**config.mk**
```make
export PLATFORM = sky130hd
export DESIGN_NAME = alu_nbit_seq_flat
export DESIGN_NICKNAME = d
export VERILOG_FILES = /design/src/rtl/alu_nbit_seq_if.sv /design/src/rtl/alu_nbit_seq.sv /design/src/flat_wrapper.sv
export SDC_FILE = /design/constraint.sdc
export NUM_CORES = 1
export LEC_CHECK = 0
export ABC_AREA = 1
export CAP_MARGIN = 0
export CORE_MARGIN = 5
export CORE_UTILIZATION = 55
export DETAILED_ROUTE_END_ITERATION = 10
export PLACE_DENSITY = 0.82
export REMOVE_ABC_BUFFERS = 1
export SYNTH_ARGS = -nofsm -noshare
export SYNTH_HDL_FRONTEND = slang
export SYNTH_SLANG_ARGS = --single-unit
```
**constraint.sdc**
```tcl
create_clock -name clk -period 2.9 [get_ports clk]
set_input_delay 0.725 -clock clk [delete_from_list [all_inputs] [get_ports clk]]
set_output_delay 0.725 -clock clk [all_outputs]
set_load 0.03 [all_outputs]
```
**src/rtl/alu_nbit_seq_if.sv**
```systemverilog
// rtl/alu_nbit_seq_if.sv - request/response handshake bundle for alu_nbit_seq
interface alu_nbit_seq_if #(
    parameter int WIDTH = 16
);
    logic             in_valid;
    logic             in_ready;
    logic [2:0]       op;
    logic [WIDTH-1:0] a;
    logic [WIDTH-1:0] b;
    logic             out_valid;
    logic             out_ready;
    logic [WIDTH-1:0] result;
    logic             zero;
    logic             cout;
    logic             overflow;

    modport master (
        output in_valid, op, a, b, out_ready,
        input  in_ready, out_valid, result, zero, cout, overflow
    );

    modport slave (
        input  in_valid, op, a, b, out_ready,
        output in_ready, out_valid, result, zero, cout, overflow
    );
endinterface

```
**src/rtl/alu_nbit_seq.sv**
```systemverilog
// rtl/alu_nbit_seq.sv - registered ALU with handshake, bit-serial shift and shift-add multiply
module alu_nbit_seq #(
    parameter int WIDTH = 16,
    parameter int SW    = $clog2(WIDTH)
) (
    input logic           clk,
    input logic           rst_n,
    alu_nbit_seq_if.slave bus
);
    typedef enum logic [1:0] {IDLE, SHIFT, MUL, DONE} state_t;

    localparam logic [2:0] OP_AND = 3'b000;
    localparam logic [2:0] OP_OR  = 3'b001;
    localparam logic [2:0] OP_ADD = 3'b010;
    localparam logic [2:0] OP_SUB = 3'b011;
    localparam logic [2:0] OP_SLT = 3'b100;
    localparam logic [2:0] OP_SLL = 3'b101;
    localparam logic [2:0] OP_SRL = 3'b110;
    localparam logic [2:0] OP_MUL = 3'b111;

    state_t               state, nxt_state;
    logic [SW-1:0]        cnt, nxt_cnt;
    logic                 shl, nxt_shl;
    logic [WIDTH-1:0]     work, nxt_work;
    logic [WIDTH-1:0]     mplier, nxt_mplier;
    logic [2*WIDTH-1:0]   mcand, nxt_mcand;
    logic [2*WIDTH-1:0]   prod, nxt_prod;
    logic [WIDTH-1:0]     result_q, nxt_result;
    logic                 zero_q, nxt_zero;
    logic                 cout_q, nxt_cout;
    logic                 ovf_q, nxt_ovf;

    logic [WIDTH:0]       sum_add, sum_sub;
    logic                 ovf_add, ovf_sub;
    logic [SW-1:0]        shamt;
    logic [WIDTH-1:0]     first_shift, work_shift;
    logic [2*WIDTH-1:0]   prod_step;

    // Overflow is carry-into-MSB xor carry-out; carry-in is recovered as a^b^sum at the MSB.
    assign shamt       = bus.b[SW-1:0];
    assign sum_add     = {1'b0, bus.a} + {1'b0, bus.b};
    assign sum_sub     = {1'b0, bus.a} + {1'b0, ~bus.b} + {{WIDTH{1'b0}}, 1'b1};
    assign ovf_add     = bus.a[WIDTH-1] ^ bus.b[WIDTH-1] ^ sum_add[WIDTH-1] ^ sum_add[WIDTH];
    assign ovf_sub     = bus.a[WIDTH-1] ^ ~bus.b[WIDTH-1] ^ sum_sub[WIDTH-1] ^ sum_sub[WIDTH];

    // The first shift step and the first multiply iteration happen on the accept edge,
    // so a shift by N takes N edges and a multiply takes WIDTH edges.
    assign first_shift = (bus.op == OP_SLL) ? {bus.a[WIDTH-2:0], 1'b0} : {1'b0, bus.a[WIDTH-1:1]};
    assign work_shift  = shl ? {work[WIDTH-2:0], 1'b0} : {1'b0, work[WIDTH-1:1]};
    assign prod_step   = mplier[0] ? prod + mcand : prod;

    assign bus.in_ready  = (state == IDLE);
    assign bus.out_valid = (state == DONE);
    assign bus.result    = result_q;
    assign bus.zero      = zero_q;
    assign bus.cout      = cout_q;
    assign bus.overflow  = ovf_q;

    // State and datapath registers; reset discards any operation in flight.
    always_ff @(posedge clk) begin
        if (!rst_n) begin
            state    <= IDLE;
            cnt      <= '0;
            shl      <= 1'b0;
            work     <= '0;
            mplier   <= '0;
            mcand    <= '0;
            prod     <= '0;
            result_q <= '0;
            zero_q   <= 1'b0;
            cout_q   <= 1'b0;
            ovf_q    <= 1'b0;
        end else begin
            state    <= nxt_state;
            cnt      <= nxt_cnt;
            shl      <= nxt_shl;
            work     <= nxt_work;
            mplier   <= nxt_mplier;
            mcand    <= nxt_mcand;
            prod     <= nxt_prod;
            result_q <= nxt_result;
            zero_q   <= nxt_zero;
            cout_q   <= nxt_cout;
            ovf_q    <= nxt_ovf;
        end
    end

    // Next-state and next-datapath decode; everything holds unless a state acts on it.
    always_comb begin
        nxt_state  = state;
        nxt_cnt    = cnt;
        nxt_shl    = shl;
        nxt_work   = work;
        nxt_mplier = mplier;
        nxt_mcand  = mcand;
        nxt_prod   = prod;
        nxt_result = result_q;
        nxt_zero   = zero_q;
        nxt_cout   = cout_q;
        nxt_ovf    = ovf_q;

        case (state)
            IDLE: begin
                if (bus.in_valid) begin
                    nxt_cout = 1'b0;
                    nxt_ovf  = 1'b0;
                    case (bus.op)
                        OP_AND: begin
                            nxt_result = bus.a & bus.b;
                            nxt_state  = DONE;
                        end
                        OP_OR: begin
                            nxt_result = bus.a | bus.b;
                            nxt_state  = DONE;
                        end
                        OP_ADD: begin
                            nxt_result = sum_add[WIDTH-1:0];
                            nxt_cout   = sum_add[WIDTH];
                            nxt_ovf    = ovf_add;
                            nxt_state  = DONE;
                        end
                        OP_SUB: begin
                            nxt_result = sum_sub[WIDTH-1:0];
                            nxt_cout   = sum_sub[WIDTH];
                            nxt_ovf    = ovf_sub;
                            nxt_state  = DONE;
                        end
                        OP_SLT: begin
                            nxt_result = {{(WIDTH-1){1'b0}}, sum_sub[WIDTH-1] ^ ovf_sub};
                            nxt_state  = DONE;
                        end
                        OP_SLL, OP_SRL: begin
                            nxt_shl = (bus.op == OP_SLL);
                            if (shamt == '0) begin
                                nxt_result = bus.a;
                                nxt_state  = DONE;
                            end else if (shamt == SW'(1)) begin
                                nxt_result = first_shift;
                                nxt_state  = DONE;
                            end else begin
                                nxt_work  = first_shift;
                                nxt_cnt   = shamt - SW'(1);
                                nxt_state = SHIFT;
                            end
                        end
                        default: begin
                            nxt_prod   = bus.b[0] ? {{WIDTH{1'b0}}, bus.a} : '0;
                            nxt_mcand  = {{(WIDTH-1){1'b0}}, bus.a, 1'b0};
                            nxt_mplier = {1'b0, bus.b[WIDTH-1:1]};
                            nxt_cnt    = SW'(WIDTH-1);
                            nxt_state  = MUL;
                        end
                    endcase
                end
            end
            SHIFT: begin
                nxt_work = work_shift;
                nxt_cnt  = cnt - SW'(1);
                if (cnt == SW'(1)) begin
                    nxt_result = work_shift;
                    nxt_state  = DONE;
                end
            end
            MUL: begin
                nxt_prod   = prod_step;
                nxt_mcand  = {mcand[2*WIDTH-2:0], 1'b0};
                nxt_mplier = {1'b0, mplier[WIDTH-1:1]};
                nxt_cnt    = cnt - SW'(1);
                if (cnt == SW'(1)) begin
                    nxt_result = prod_step[WIDTH-1:0];
                    nxt_ovf    = |prod_step[2*WIDTH-1:WIDTH];
                    nxt_state  = DONE;
                end
            end
            default: begin
                if (bus.out_ready) begin
                    nxt_state = IDLE;
                end
            end
        endcase

        // zero always reflects the value being registered as the final result.
        if (nxt_state == DONE && state != DONE) begin
            nxt_zero = (nxt_result == '0);
        end
    end
endmodule

```
**src/flat_wrapper.sv**
```systemverilog
// flat-port wrapper written by rule: the top's interface ports become plain ports
module alu_nbit_seq_flat 
#(
    parameter int WIDTH = 16,
    parameter int SW    = $clog2(WIDTH)
)
  (clk, rst_n, bus_in_valid, bus_op, bus_a, bus_b, bus_out_ready, bus_in_ready, bus_out_valid, bus_result, bus_zero, bus_cout, bus_overflow);
  alu_nbit_seq_if #(.WIDTH(WIDTH)) bus_i ();
  input logic clk;
  input logic rst_n;
  input wire logic [$bits(bus_i.in_valid)-1:0] bus_in_valid;
  input wire logic [$bits(bus_i.op)-1:0] bus_op;
  input wire logic [$bits(bus_i.a)-1:0] bus_a;
  input wire logic [$bits(bus_i.b)-1:0] bus_b;
  input wire logic [$bits(bus_i.out_ready)-1:0] bus_out_ready;
  output wire logic [$bits(bus_i.in_ready)-1:0] bus_in_ready;
  output wire logic [$bits(bus_i.out_valid)-1:0] bus_out_valid;
  output wire logic [$bits(bus_i.result)-1:0] bus_result;
  output wire logic [$bits(bus_i.zero)-1:0] bus_zero;
  output wire logic [$bits(bus_i.cout)-1:0] bus_cout;
  output wire logic [$bits(bus_i.overflow)-1:0] bus_overflow;
  assign bus_i.in_valid = bus_in_valid;
  assign bus_i.op = bus_op;
  assign bus_i.a = bus_a;
  assign bus_i.b = bus_b;
  assign bus_i.out_ready = bus_out_ready;
  assign bus_in_ready = bus_i.in_ready;
  assign bus_out_valid = bus_i.out_valid;
  assign bus_result = bus_i.result;
  assign bus_zero = bus_i.zero;
  assign bus_cout = bus_i.cout;
  assign bus_overflow = bus_i.overflow;
  alu_nbit_seq #(.WIDTH(WIDTH), .SW(SW)) u_core (.clk(clk), .rst_n(rst_n), .bus(bus_i));
endmodule
```
==> results of run 1 <==
[cell usage in the layout, fill, tap and decap left out, types with 16 or more instances in the layout]
cell	n
a21oi_1	139
a21oi_2	17
a31oi_1	53
buf_4	249
clkbuf_16	17
clkdlybuf4s50_1	27
dfxtp_1	119
dlymetal6s2s_1	31
ha_1	63
ha_4	19
inv_1	227
inv_2	38
nand2_1	610
nand2_2	40
nand3_1	170
nand3_2	19
nand4_1	31
nor2_1	158
nor2_2	16
o21ai_0	138
[sequential cells by signal, summed over array words and instances (netlist names)]
name                 flops
u_core.shl               1
u_core.bus.zero          1
u_core.mplier           15
u_core.cnt               4
u_core.bus.overflow      1
u_core.work             16
u_core.mcand            31
u_core.bus.cout          1
u_core.state             2
u_core.prod             32
u_core.bus.result       16
[final cells by class]
type                            count  area share (%)
Multi-Input combinational cell   1582            54.3
Timing Repair Buffer              327            18.0
Sequential cell                   120            15.3
Inverter                          269            6.43
Clock buffer                       19            2.82
Tap cell                          275            2.19
Clock inverter                     11           0.946
[layer usage]
layer | wire length [um] | track usage, %
met1 | 19400 | 50.9
met2 | 21300 | 60.3
met3 | 5050 | 6.66
met4 | 2980 | 19.0
met5 | 0 | 0
[kinds of logic after synthesis]
| group | count (synthesis) |
|---|---|
| xor+xnor | 7 |
| buf+inv | 353 |
| fa+ha+maj | 92 |
| simple gates | 1097 |
| compound gates | 386 |
| flops | 120 |
[worst max path at each step]
stage | depth (start not counted) | endpoint | slack, ps
2_1_floorplan | 8 | u_core.mplier[0]$_SDFFE_PN0P_ | -1240
3_3_place_gp | 18 | u_core.bus.zero$_SDFFE_PN0P_ | -530
3_5_place_dp | 18 | u_core.bus.zero$_SDFFE_PN0P_ | -510
4_1_cts | 16 | u_core.bus.zero$_SDFFE_PN0P_ | -5
5_1_grt | 18 | u_core.bus.overflow$_SDFFE_PN0P_ | -10
6_report | 15 | u_core.bus.zero$_SDFFE_PN0P_ | 130
[report_power, final]
part	leakage, nW	switching, W	internal, W
Clock	0.282	0.000859	0.00137
Combinational	6.56	0.00370	0.00234
Sequential	0.981	0.000438	0.00210
Total	7.82	0.00500	0.00581
[critical path, stage by stage]
cell and delay [ps]:
clkdlybuf4s50_1 560, buf_4 170, inv_2 50, nand3_1 130, buf_12 160, nor2_1 50
nor3_1 210, nand4_1 240, nand2_1 120, nand2_1 80, a21oi_2 140, nand3_1 90
nor2_1 120, nand4_1 140, a21oi_2 150
[stage by stage]
step	setup slack [ps]	hold WS, ps
after detailed placement	-510	460
after floorplan	-1240	440
after global placement	-529	452
after global routing	-14.4	501
after CTS	-4.85	462
final	132	464
[timing repair]
item                       4_1_cts  5_1_grt
gates cloned                     0        0
buffers inserted                 0       17
gates resized for setup         20      216
setup endpoints to repair        3        8
pin swaps                        0       51
==> results.sh, run 1 <==
export IMPL_outcome="finished clean"
export IMPL_cts_root_buf="clkbuf_16"
export IMPL_die_h_um=156
export IMPL_globalplace_congestion=1.04
export IMPL_die_width_um=156
export IMPL_ant_nets=0
export IMPL_ys_flop_type="dfxtp_1"
export IMPL_fin_tns_setup_ps=0
export IMPL_yosysTopAreaCell="nand2_1"
export IMPL_grt_max_degree=51
export IMPL_multiInputGateArea_um2=8550
export IMPL_synthArstFlopShare_pct=0
export IMPL_worstSetupPathType="primary input to register"
export IMPL_critPathLaunchType="primary input"
export IMPL_fillers=1744
export IMPL_hold_path_depth=2
export IMPL_placed_area_um2=14200
export IMPL_ios=60
export IMPL_synth_compound_area_share_pct=17.9
export IMPL_ys_top_cells_by_area="nand2_1, dfxtp_1, ha_1"
export IMPL_hpwl_um=37300
export IMPL_critPathMaxFanout=7
export IMPL_drtIter0Drc=1916
export IMPL_ys_seq_area_share_pct=20.6
export IMPL_avgRoutedWirePerCell_um=18.7
export IMPL_ctsHoldBuffers=0
export IMPL_routed_wl_um=48700
export IMPL_final_max_slew_viol_count=0
export IMPL_power_w=0.0108
export IMPL_grt_total_usage_pct=38.3
export IMPL_final_util_pct=75.1
export IMPL_clock_latency_ps=430
export IMPL_hold_end="u_core.mplier[12]$_SDFFE_PN0P_"
export IMPL_viasPerCell=5.88
export IMPL_cts_sinks=120
export IMPL_endpoint_kind="register"
export IMPL_globalRouteOverflowTotal=0
export IMPL_syn_area_um2=11700
export IMPL_synth_edf_count=0
export IMPL_setup_viol=0
export IMPL_finClkSkew_ps=14.3
export IMPL_p_per_area_nw_per_um2=687
export IMPL_hold_viol=0
export IMPL_grt_pass1_wl_um=73600
export IMPL_register_area_um2=2400
export IMPL_port_buffer_count=59
export IMPL_avgSynthCellArea_um2=5.68
export IMPL_first_pass_iters=6
export IMPL_reg2reg_to="u_core.bus.overflow$_SDFFE_PN0P_"
export IMPL_vdd_drop_max_uv=725
export IMPL_cap_violations=0
export IMPL_h_tree_depth=4
export IMPL_syn_to_final_growth_pct=34.9
export IMPL_critPathRequiredTime_ps=3250
export IMPL_worst_pin_slew_ps=614
export IMPL_min_period_ps=2770
export IMPL_core_area_um2=21000
export IMPL_clock_fmax_ghz=0.361
export IMPL_synthMuxAreaShare_pct=0
export IMPL_cts_buffer_depth=2
export IMPL_worstPathArrival_ps=3120
export IMPL_diodes=0
export IMPL_die_area_um2=24200
export IMPL_crit_start="bus_op[2]"
export IMPL_yosys_area_share_simple_pct=39.0
export IMPL_r2r_cells=19
export IMPL_min_period_over_period_pct=95.5
export IMPL_antenna_found_initial=0
export IMPL_leakage_nw=7.82
export IMPL_nets=2448
export IMPL_cts_tree="done"
export IMPL_maxSlewHeadroom_pct=59.0
export IMPL_numCtsBuffers=17
export IMPL_synth_top_area_share_pct=21.0
export IMPL_grt_pass1_vias=13897
export IMPL_synth_fa_ha_area_share_pct=10.1
export IMPL_rows=53
export IMPL_vias=15307
export IMPL_dp_cells=2556
export IMPL_ys_seq_elements=120
export IMPL_synth_common_cells="nand2_1, inv_1, nand3_1"
export IMPL_hold_path_class="register to register"
export IMPL_r2r_start="u_core.mcand[1]$_SDFFE_PN0P_"
export IMPL_drcViolationCount=0
export IMPL_r2r_setup_slack_ps=170
export IMPL_post_synth_top_count_cell="nand2_1"
export IMPL_drive_gt1_share_pct=21.2
export IMPL_hold_start="u_core.mplier[13]$_SDFFE_PN0P_"
export IMPL_synth_distinct_cells=43
export IMPL_clk_pin_slew_ps=60
export IMPL_yosys_warnings=0
export IMPL_syn_inst=2055
export IMPL_synth_top_family_by_area="simple AND/OR/NAND/NOR gates"
export IMPL_start_util_pct=55.7
export IMPL_fin_area_um2=15700
export IMPL_synth_xor_area_share_pct=0.526
export IMPL_final_cell_count_no_fill=2603
Note: power is estimated with default switching activity, not from simulation.
==> inputs of run 2 (changes only) <==
--- a/config.mk
+++ b/config.mk
@@ -6,6 +6,7 @@
 export NUM_CORES = 1
 export LEC_CHECK = 0
 export ABC_AREA = 1
+export ABC_CLOCK_PERIOD_IN_PS = 2900
 export CAP_MARGIN = 0
 export CORE_MARGIN = 5
 export CORE_UTILIZATION = 55
==> results of run 2 <==
No change in the layout: final DEF, timing and power equal those of run 1.
